File: src/rtl/reg_pipe_pkg.sv
// -----------------------------------------------------------------------------
// reg_pipe_pkg
//
// Shared helpers for the elastic register pipeline:
//   count_width()    - width of the occupancy counter able to hold 0..depth
//   depth_is_legal() - elaboration-time guard; a pipeline needs >= 1 stage
// -----------------------------------------------------------------------------
package reg_pipe_pkg;

  // Number of bits needed to represent every value from 0 to depth inclusive.
  function automatic int count_width(input int depth);
    return (depth < 1) ? 1 : $clog2(depth + 1);
  endfunction

  // A zero-stage pipeline has no register to hold a word, so it is rejected.
  function automatic bit depth_is_legal(input int depth);
    return depth >= 1;
  endfunction

endpackage : reg_pipe_pkg

File: src/rtl/reg_pipe_stage.sv
// -----------------------------------------------------------------------------
// reg_pipe_stage
//
// One slot of the elastic pipeline: a valid bit plus a WIDTH-bit data
// register.
//
// Ports:
//   clk        in   rising-edge clock
//   rst_n      in   synchronous active-low reset
//   in_valid   in   valid offered by the stage (or producer) upstream
//   in_data    in   data offered by the stage (or producer) upstream
//   down_ready in   the stage (or consumer) downstream can take our word
//   flush      in   synchronous discard of the held word
//   valid      out  this stage holds a word
//   data       out  the held word
//   up_ready   out  this stage will take in_valid/in_data at the next edge
//
// Load/hold rule: when up_ready is high the valid bit follows in_valid, but
// the data register only loads on a real word; a bubble leaves the data
// untouched so the register does not toggle for nothing. Flush clears the
// valid bit and keeps the data.
// -----------------------------------------------------------------------------
module reg_pipe_stage
  import reg_pipe_pkg::*;
#(
  parameter int               WIDTH      = 8,
  parameter logic [WIDTH-1:0] RESET_DATA = '0
) (
  input  logic             clk,
  input  logic             rst_n,
  input  logic             in_valid,
  input  logic [WIDTH-1:0] in_data,
  input  logic             down_ready,
  input  logic             flush,
  output logic             valid,
  output logic [WIDTH-1:0] data,
  output logic             up_ready
);

  // An empty slot always accepts, even when everything downstream is
  // stalled; this is what collapses bubbles.
  assign up_ready = ~valid | down_ready;

  always_ff @(posedge clk) begin
    if (!rst_n) begin
      valid <= 1'b0;
      data  <= RESET_DATA;
    end else if (flush) begin
      valid <= 1'b0;
    end else if (up_ready) begin
      valid <= in_valid;
      if (in_valid) begin
        data <= in_data;
      end
    end
  end

endmodule : reg_pipe_stage

File: src/rtl/reg_pipe.sv
// -----------------------------------------------------------------------------
// reg_pipe
//
// Parametrised elastic register pipeline: WIDTH-bit words move through DEPTH
// register stages with backpressure, bubble collapsing, a synchronous flush
// and a registered occupancy count.
//
// Parameters:
//   WIDTH      data word width (>= 1)
//   DEPTH      number of register stages (>= 1)
//   RESET_DATA value loaded into every stage data register on reset
//
// Ports:
//   clk      in   rising-edge clock
//   rst_n    in   synchronous active-low reset
//   s_valid  in   upstream word valid
//   s_ready  out  pipeline accepts a word this cycle
//   s_data   in   upstream word
//   m_valid  out  output stage holds a valid word (registered)
//   m_ready  in   downstream accepts the word this cycle
//   m_data   out  output stage word (registered)
//   flush    in   synchronous discard of every held word
//   count    out  number of valid stages, 0..DEPTH (registered)
//
// Handshake: a word moves across an interface on a rising edge where both
// valid and ready are high. valid never depends on ready; once a producer
// raises valid it keeps valid and data stable until the transfer happens.
// s_ready is combinational from m_ready through the ready chain, so a full
// pipeline still accepts a word in the same cycle it delivers one.
// -----------------------------------------------------------------------------
module reg_pipe
  import reg_pipe_pkg::*;
#(
  parameter int               WIDTH      = 8,
  parameter int               DEPTH      = 4,
  parameter logic [WIDTH-1:0] RESET_DATA = '0,
  localparam int              CW         = count_width(DEPTH)
) (
  input  logic             clk,
  input  logic             rst_n,
  input  logic             s_valid,
  output logic             s_ready,
  input  logic [WIDTH-1:0] s_data,
  output logic             m_valid,
  input  logic             m_ready,
  output logic [WIDTH-1:0] m_data,
  input  logic             flush,
  output logic [CW-1:0]    count
);

  localparam bit DEPTH_OK = depth_is_legal(DEPTH);

  if (!DEPTH_OK) begin : g_depth_check
    $error("reg_pipe: DEPTH must be at least 1");
  end

  // rdy[i] is the ready seen by stage i-1 (rdy[0] faces the producer and
  // rdy[DEPTH] is the consumer's m_ready). Kept as an unpacked array so each
  // link of the chain is its own signal.
  logic             rdy [DEPTH+1];
  logic [DEPTH-1:0] v;
  logic [WIDTH-1:0] d   [DEPTH];

  assign rdy[DEPTH] = m_ready;

  for (genvar i = 0; i < DEPTH; i++) begin : g_stage
    logic             in_v;
    logic [WIDTH-1:0] in_d;

    if (i == 0) begin : g_head
      // Nothing is admitted while flushing.
      assign in_v = s_valid & ~flush;
      assign in_d = s_data;
    end else begin : g_body
      assign in_v = v[i-1];
      assign in_d = d[i-1];
    end

    reg_pipe_stage #(
      .WIDTH      (WIDTH),
      .RESET_DATA (RESET_DATA)
    ) u_stage (
      .clk        (clk),
      .rst_n      (rst_n),
      .in_valid   (in_v),
      .in_data    (in_d),
      .down_ready (rdy[i+1]),
      .flush      (flush),
      .valid      (v[i]),
      .data       (d[i]),
      .up_ready   (rdy[i])
    );
  end

  assign s_ready = rdy[0] & ~flush;
  assign m_valid = v[DEPTH-1];
  assign m_data  = d[DEPTH-1];

  // Occupancy: one word in and one word out in the same cycle leaves the
  // count unchanged. An output transfer during flush still counts as
  // delivered, but the flush empties every stage so the result is 0 anyway.
  logic          in_xfer;
  logic          out_xfer;
  logic [CW-1:0] count_next;

  assign in_xfer  = s_valid & s_ready;
  assign out_xfer = m_valid & m_ready;

  always_comb begin
    count_next = count;
    if (flush) begin
      count_next = '0;
    end else begin
      count_next = count + CW'(in_xfer) - CW'(out_xfer);
    end
  end

  always_ff @(posedge clk) begin
    if (!rst_n) begin
      count <= '0;
    end else begin
      count <= count_next;
    end
  end

  // The registered count and the number of set valid bits are updated on
  // the same edge, so they must always agree.
  a_count_bound : assert property (
    @(posedge clk) disable iff (!rst_n) count <= CW'(DEPTH)
  );

  a_count_matches_valid : assert property (
    @(posedge clk) disable iff (!rst_n) count == CW'($countones(v))
  );

endmodule : reg_pipe

File: config.mk
export PLATFORM = sky130hd
export DESIGN_NAME = reg_pipe
export DESIGN_NICKNAME = d
export VERILOG_FILES = /design/src/rtl/reg_pipe_pkg.sv /design/src/rtl/reg_pipe_stage.sv /design/src/rtl/reg_pipe.sv
export SDC_FILE = /design/constraint.sdc
export NUM_CORES = 1
export LEC_CHECK = 0
export CORE_MARGIN = 1
export CORE_UTILIZATION = 57
export CTS_CLUSTER_SIZE = 30
export DETAILED_ROUTE_END_ITERATION = 10
export GPL_ROUTABILITY_DRIVEN = 0
export PLACE_DENSITY = 0.81
export SLEW_MARGIN = 20
export SYNTH_ARGS = -nofsm -noshare
export SYNTH_HDL_FRONTEND = slang
export SYNTH_HIERARCHICAL = 1
export SYNTH_SLANG_ARGS = --single-unit
File: constraint.sdc
create_clock -name clk -period 4.4 [get_ports clk]
set_clock_uncertainty 0.15 [all_clocks]
set_input_delay 1.32 -clock clk [delete_from_list [all_inputs] [get_ports clk]]
set_output_delay 1.32 -clock clk [all_outputs]
set_load 0.02 [all_outputs]
Yosys cells after proc, flatten, opt, wreduce, memory -nomap -nowiden
Cells that the tools add are included.
{ "totals": {"regBits": 39, "inputBits": 13, "out_inout_bits": 13, "word_cells": 30} }
{ "classes": {"add_sub_neg": 2, "bitwise_logic": 14, "reduce_logical": 5} }
{ "op_table": {"columns": ["op", "count"], "rows": [
  ["$reduce_and A3 Y1", 4],
  ["$not A1 Y1", 6],
  ["$and A1 B1 Y1", 4],
  ["$or A1 B1 Y1", 4],
  ["$add A3 B1 Y3", 1],
  ["$sub A3 B1 Y3", 1],
  ["$reduce_or A2 Y1", 1]
]} }

Logic depth before layout (Yosys ltp)
Gate-level depths: netlist of run 1.
{ "depth": {"word_depth": 9, "ltp_mapped": 16, "ltp_nobuf": 16} }

Modules after synthesis
Netlist of run 1, hierarchy kept.
{ "by_module_without_submodules": {"columns": ["module", "n_inst", "cells_per_inst", "area_each_um2", "seq_area_each_um2"], "rows": [
  ["reg_pipe_stage", 4, 41, 382.9, 180.2],
  ["reg_pipe", 1, 18, 178.9, 60.1]
]} }

Worst setup path before layout of run 1
Ideal clock, no wire load.
{ "synth_timing": {"path_type": "in2out", "from": "input m_ready", "to": "output s_ready", "arrival_time_ns": 2.242, "required_ns": 2.930, "path_slack_ns": 0.688, "stages": 9, "n_path_buf": 0, "cell_sequence": "nor2b_4 > inv_1 > nor2b_4 > inv_1 > nor2b_4 > inv_1 > nor2b_4 > inv_1 > nor2b_1"} }
{ "synth_lines": {"columns": ["element", "line", "source"], "rows": [
  ["start: declaration", "reg_pipe.sv:45", "input logic m_ready,"],
  ["end: declaration", "reg_pipe.sv:42", "output logic s_ready,"]
]} }

==> results of run 1 <==
## power breakdown
group          total, mW  switching, mW  internal, mW
clock              0.174          0.112        0.0617
sequential         0.359        0.00204         0.356
combinational     0.0372         0.0193        0.0179
total              0.569          0.133         0.436
## registers in the layout, indices dropped and copies added, names as in the netlist
name / cells
count: 3
g_stage.u_stage/data: 32
g_stage.u_stage/valid: 4
## metal layers
layer  track usage [%]  routed length [um]  up-vias
li1                  -                   -      630
met1              21.6                1210      541
met2              33.3                1350       21
met3              4.84                  95        4
met4              7.32                  30        0
met5                 0                   0        -
## kinds of logic after synthesis
group                    count (synthesis)
AND/OR/NAND/NOR                         88
flip-flops                              39
multiplexers                            32
buffers and inverters                   19
adder cells (fa/ha/maj)                  3
XOR/XNOR                                 1
## critical path: stages
cell             delay, ns
clkdlybuf4s50_1       0.45
nor2b_4               0.13
inv_1                 0.07
nor2b_4               0.11
inv_1                 0.07
nor2b_4               0.11
inv_1                 0.07
nor2b_4               0.11
inv_1                 0.06
nor2b_1               0.12
clkbuf_2              0.14
## synthesized netlist by cell type
cell type,instances
and2_1,1
buf_2,8
buf_6,4
dfxtp_1,39
fa_1,1
ha_1,2
inv_1,7
mux2i_1,32
nand2_1,65
nand2b_1,1
nor2_1,7
nor2b_1,2
nor2b_4,4
nor3b_1,4
nor3b_2,4
xnor3_1,1
## area by class of cell
class | count | share of cell area, %
Multi-Input combinational cell | 124 | 40.8
Sequential cell | 39 | 39.0
Timing Repair Buffer | 31 | 14.2
Clock buffer | 6 | 2.06
Tap cell | 31 | 1.94
Inverter | 7 | 1.31
Clock inverter | 2 | 0.625
## metrics by stage
step	cells	setup slack, ns	total power [mW]
after floorplan	182	0.688	0.389
after global placement	232	-0.165	0.402
after detailed placement	232	-0.214	0.404
after CTS	240	0.00417	0.574
after global routing	240	0.0606	0.593
final	240	0.176	0.569
## how the worst max path moves through the flow
stage / from / to / slack (ns)
after floorplan: m_ready / s_ready / 0.69
after global placement: m_ready / s_ready / -0.17
after detailed placement: m_ready / s_ready / -0.21
after CTS: m_ready / s_ready / 0.004
after global routing: m_ready / s_ready / 0.06
final: m_ready / s_ready / 0.18
==> flow_summary.yaml, run 1 <==
run_status:
  status: "complete, but fails checks"
  violations: "design-rule violations"
die:
  die-area_mm2: 0.00322
  die_h_um: 56.8
  ios: 26
  start_util_pct: 61.0
  fp-row-count: 19
  die_w_um: 56.8
  core_area_mm2: 0.00281
cts:
  clk_path_buf_depth: 2
  hold_buffers: 0
  cts_max_level: 2
  root_buffer: "clkbuf_4"
  clock_latency_ns: 0.33
  numCtsBuffers: 5
  cts_tree: "built"
  cts_setup_buffers: 0
  path_clk_slew_ns: 0.11
  cts-resized-gates: 1
  clkSinkCount: 39
sta:
  fin_hold_ws_ns: 0.315
  setup-violations-final: 0
  fmax_mhz: 237
  slew_violations: 0
  period_share_pct: 96.0
  slew_headroom_pct: 31.8
  tightest_slew_ns: 1.02
  hold_viol: 0
  setup_tns_ns: 0
  finalCriticalPeriod_ns: 4.22
  rsz0062_at_grt: "no"
placed_design:
  hpwl_mm: 1.97
  port_buffers: 25
  dpl_cell_area_mm2: 0.00195
finish:
  layout_commonest_cell: "nand2_1"
  multiInputGateArea_um2: 818
  drive_gt1_share_pct: 11.0
  nNetsFinal: 224
  fill_cells: 223
  final_cell_mix: "65 x nand2_1, 39 x dfxtp_1, 32 x mux2i_1, 23 x clkdlybuf4s50_1"
  n_antenna_cell: 0
  syn2layout_area_growth_pct: 17.1
  ff_latch_area_um2: 781
  final_core_util_pct: 71.4
  design_area_mm2: 0.00200
drt:
  first_pass_iters: 7
  drc: 3
  vias_per_cell: 4.98
  vias: 1196
  routed_wl_mm: 2.68
  ant_nets: 0
  drtIter0Drc: 34
  wl_per_cell_um: 11.2
yosys:
  synth_cells: 182
  synth_top_area_cell: "dfxtp_1"
  synth_nets: 198
  synth_xor_area_share_pct: 1.32
  synth-seq-area-share_pct: 45.6
  synth_area_per_cell_um2: 9.40
  synth_top_area_share_pct: 45.6
  synth.area.mux_share_pct: 18.7
  synth_top_family_by_area: "simple AND/OR/NAND/NOR gates"
  synth-simple-area-share_pct: 25.2
  yosys-top-cells-area: "dfxtp_1 46%, mux2i_1 19%, nand2_1 14%"
  synth-adder-area-share_pct: 2.63
  ys_seq_elements: 39
  synth_compound_area_share_pct: 0
  synth_area_mm2: 0.00171
  ys_warn_count: 6
  synth_cell_types: 16
power:
  ir_drop_uv: 260
  power_per_cell_area_mw_per_mm2: 284
  power.leakage_nw: 0.671
global_routing:
  grt_pass1_wl_mm: 4.73
  antenna_found_initial: 0
  grt_pass1_vias: 1127
  globalRouteOverflowTotal: 0
  grt_start_max_net_pins: 70
  grt_usage_pct: 18.8
hold_path:
  min-delay-start: "g_stage[1].u_stage/data[6]$_SDFFE_PN0P_"
  min_to: "g_stage[2].u_stage/data[6]$_SDFFE_PN0P_"
  whs_path_depth: 2
  min_path_type: "reg -> reg"
setup_path:
  r2r_cells: 17
  r2r-end: "count[2]$_SDFF_PP0_"
  cp-end-kind: "output pin"
  startpoint_type: "input pin"
  worstPathRequired_ns: 2.93
  crit_type: "in -> out"
  reg2reg_slack_ns: 1.80
  r2r-start: "g_stage[3].u_stage/valid$_SDFFE_PP0P_"
  worstPathMaxFanout: 2
  cp.arrival_ns: 2.75
flow_run:
  cap_violations: 0
Power figures use the tool's default switching activity.
==> run 2: changes to the inputs <==
Settings changed: CELL_PAD_IN_SITES_DETAIL_PLACEMENT from default to 1, CELL_PAD_IN_SITES_GLOBAL_PLACEMENT from default to 2, CORE_MARGIN 1 to 2, CORE_UTILIZATION 57 to 35, PLACE_DENSITY 0.81 to 0.8.
==> flow_summary.yaml, run 2 (synthesized netlist as in run 1, its figures left out) <==
sta:
  setup-violations-final: 0
  fmax_mhz: 248
  period_share_pct: 91.6
  finalCriticalPeriod_ns: 4.03
  rsz0062_at_grt: "no"
  hold_viol: 0
  fin_hold_ws_ns: 0.310
  slew_headroom_pct: 44.6
  slew_violations: 0
  worst_slack_ns: 0.370
  tightest_slew_ns: 0.828
finish:
  layout.cells.non_filler: 276
  drive_gt1_share_pct: 11.5
  layout_commonest_cell: "nand2_1"
  top_regs: "g_stage.u_stage/data x32, g_stage.u_stage/valid x4, count x3"
  syn2layout_area_growth_pct: 24.1
  multiInputGateArea_um2: 818
  fill_cells: 558
  final_cell_mix: "65 x nand2_1, 39 x dfxtp_1, 32 x mux2i_1, 22 x clkdlybuf4s50_1"
  n_antenna_cell: 0
  regMostFlops: "g_stage.u_stage/data"
  largest_reg_flops: 32
  ff_latch_area_um2: 781
  nNetsFinal: 224
setup_path:
  worstPathMaxFanout: 2
  r2r_cells: 17
  cp.arrival_ns: 2.56
  worstPathRequired_ns: 2.93
  crit_type: "in -> out"
  cp-end-kind: "output pin"
  startpoint_type: "input pin"
die:
  die_w_um: 73.9
  core_area_mm2: 0.00472
  ios: 26
  die-area_mm2: 0.00546
  start_util_pct: 36.2
  die_h_um: 73.9
  fp-row-count: 25
placed_design:
  dpl.cell_count: 268
  pre_cts_slack_ns: -0.254
  hpwl_mm: 2.26
  port_buffers: 25
global_routing:
  antenna_found_initial: 0
  grt_start_max_net_pins: 70
  grt_pass1_vias: 1211
  globalRouteOverflowTotal: 0
  grt_pass1_wl_mm: 5.29
  grt_usage_pct: 12.5
power:
  ir_drop_uv: 230
  finalPower_mw: 0.699
  power_per_cell_area_mw_per_mm2: 329
  power.leakage_nw: 0.715
cts:
  hold_buffers: 0
  clkSinkCount: 39
  numCtsBuffers: 5
  cts_tree: "built"
  clock_latency_ns: 0.28
  path_clk_slew_ns: 0.07
  root_buffer: "clkbuf_8"
  clk_path_buf_depth: 2
  cts_max_level: 2
  cts-resized-gates: 3
  cts_setup_buffers: 0
flow_run:
  cap_violations: 0
drt:
  ant_nets: 0
  vias_per_cell: 4.18
  vias: 1155
  wl_per_cell_um: 11.2
  drc: 0
  routed_wl_mm: 3.08
  first_pass_iters: 2
  drtIter0Drc: 37
hold_path:
  min_path_type: "reg -> reg"
  whs_path_depth: 2
run_status:
  status: "complete, no violations"
[run 2: changes by cell type in the layout (fill, tap and decap cells not counted), sizes merged]
cell | before | now
bufinv | 0 | 1
clkdlybuf4s50 | 23 | 22
clkdlybuf4s15 | 0 | 1
clkbuf | 7 | 6
dlymetal6s2s | 0 | 1
clkinvlp | 1 | 0
[run 2: final timing paths]
kind,start,to,slack [ns]
max,m_ready,s_ready,0.37
min,g_stage[2].u_stage/data[0]$_SDFFE_PN0P_,g_stage[2].u_stage/data[0]$_SDFFE_PN0P_,0.31
max reg2reg,g_stage[3].u_stage/valid$_SDFFE_PP0P_,count[2]$_SDFF_PP0_,1.77
min reg2reg,g_stage[2].u_stage/data[0]$_SDFFE_PN0P_,g_stage[2].u_stage/data[0]$_SDFFE_PN0P_,0.31
[run 2: cell type report]
| cell class | instances | area share, % |
|---|---|---|
| multi-input combinational | 124 | 38.5 |
| sequential | 39 | 36.8 |
| timing repair buffer | 31 | 14.0 |
| tap | 67 | 3.95 |
| clock buffer | 6 | 3.89 |
| clock inverter | 2 | 1.65 |
| inverter | 7 | 1.24 |
[run 2: critical path, stage by stage]
cell             delay [ns]
dlymetal6s2s_1         0.15
nor2b_4                0.11
inv_1                  0.07
nor2b_4                0.11
inv_1                  0.07
nor2b_4                0.11
inv_1                  0.07
nor2b_4                0.12
inv_1                  0.06
nor2b_1                0.13
clkdlybuf4s15_2        0.25
[run 2: through the flow]
| step | cell area [um2] | utilization (%) | TNS (ns) |
|---|---|---|---|
| floorplan | 1710 | - | 0 |
| global placement | 2000 | 42.3 | -0.174 |
| detailed placement | 2000 | 42.3 | -0.254 |
| CTS | 2120 | 44.8 | 0 |
| global route | 2120 | 45.0 | 0 |
| finish | 2120 | 45.0 | 0 |
[run 2: where the power goes]
group | leakage (nW) | total, mW | switching (mW) | internal [mW]
registers | 0.315 | 0.358 | 0.00204 | 0.356
logic | 0.339 | 0.0386 | 0.0203 | 0.0183
clock network | 0.0612 | 0.302 | 0.119 | 0.183
total | 0.715 | 0.699 | 0.141 | 0.558
[run 2: layer usage]
| metal | part of all wire [%] | up-vias | wire (um) | global-route usage [%] |
|---|---|---|---|---|
| met5 | 0 | - | 0 | 0 |
| met4 | 1.0 | 0 | 32 | 4.85 |
| met3 | 4.6 | 4 | 142 | 3.70 |
| met2 | 46 | 22 | 1430 | 21.5 |
| met1 | 48 | 506 | 1480 | 14.4 |
| li1 | - | 623 | - | - |
==> run 3: changes to the inputs <==
Settings changed: ABC_CLOCK_PERIOD_IN_PS from default to 4400.
==> results of run 3 <==
Same layout as run 2: the final DEF is identical, and so are final timing and power.
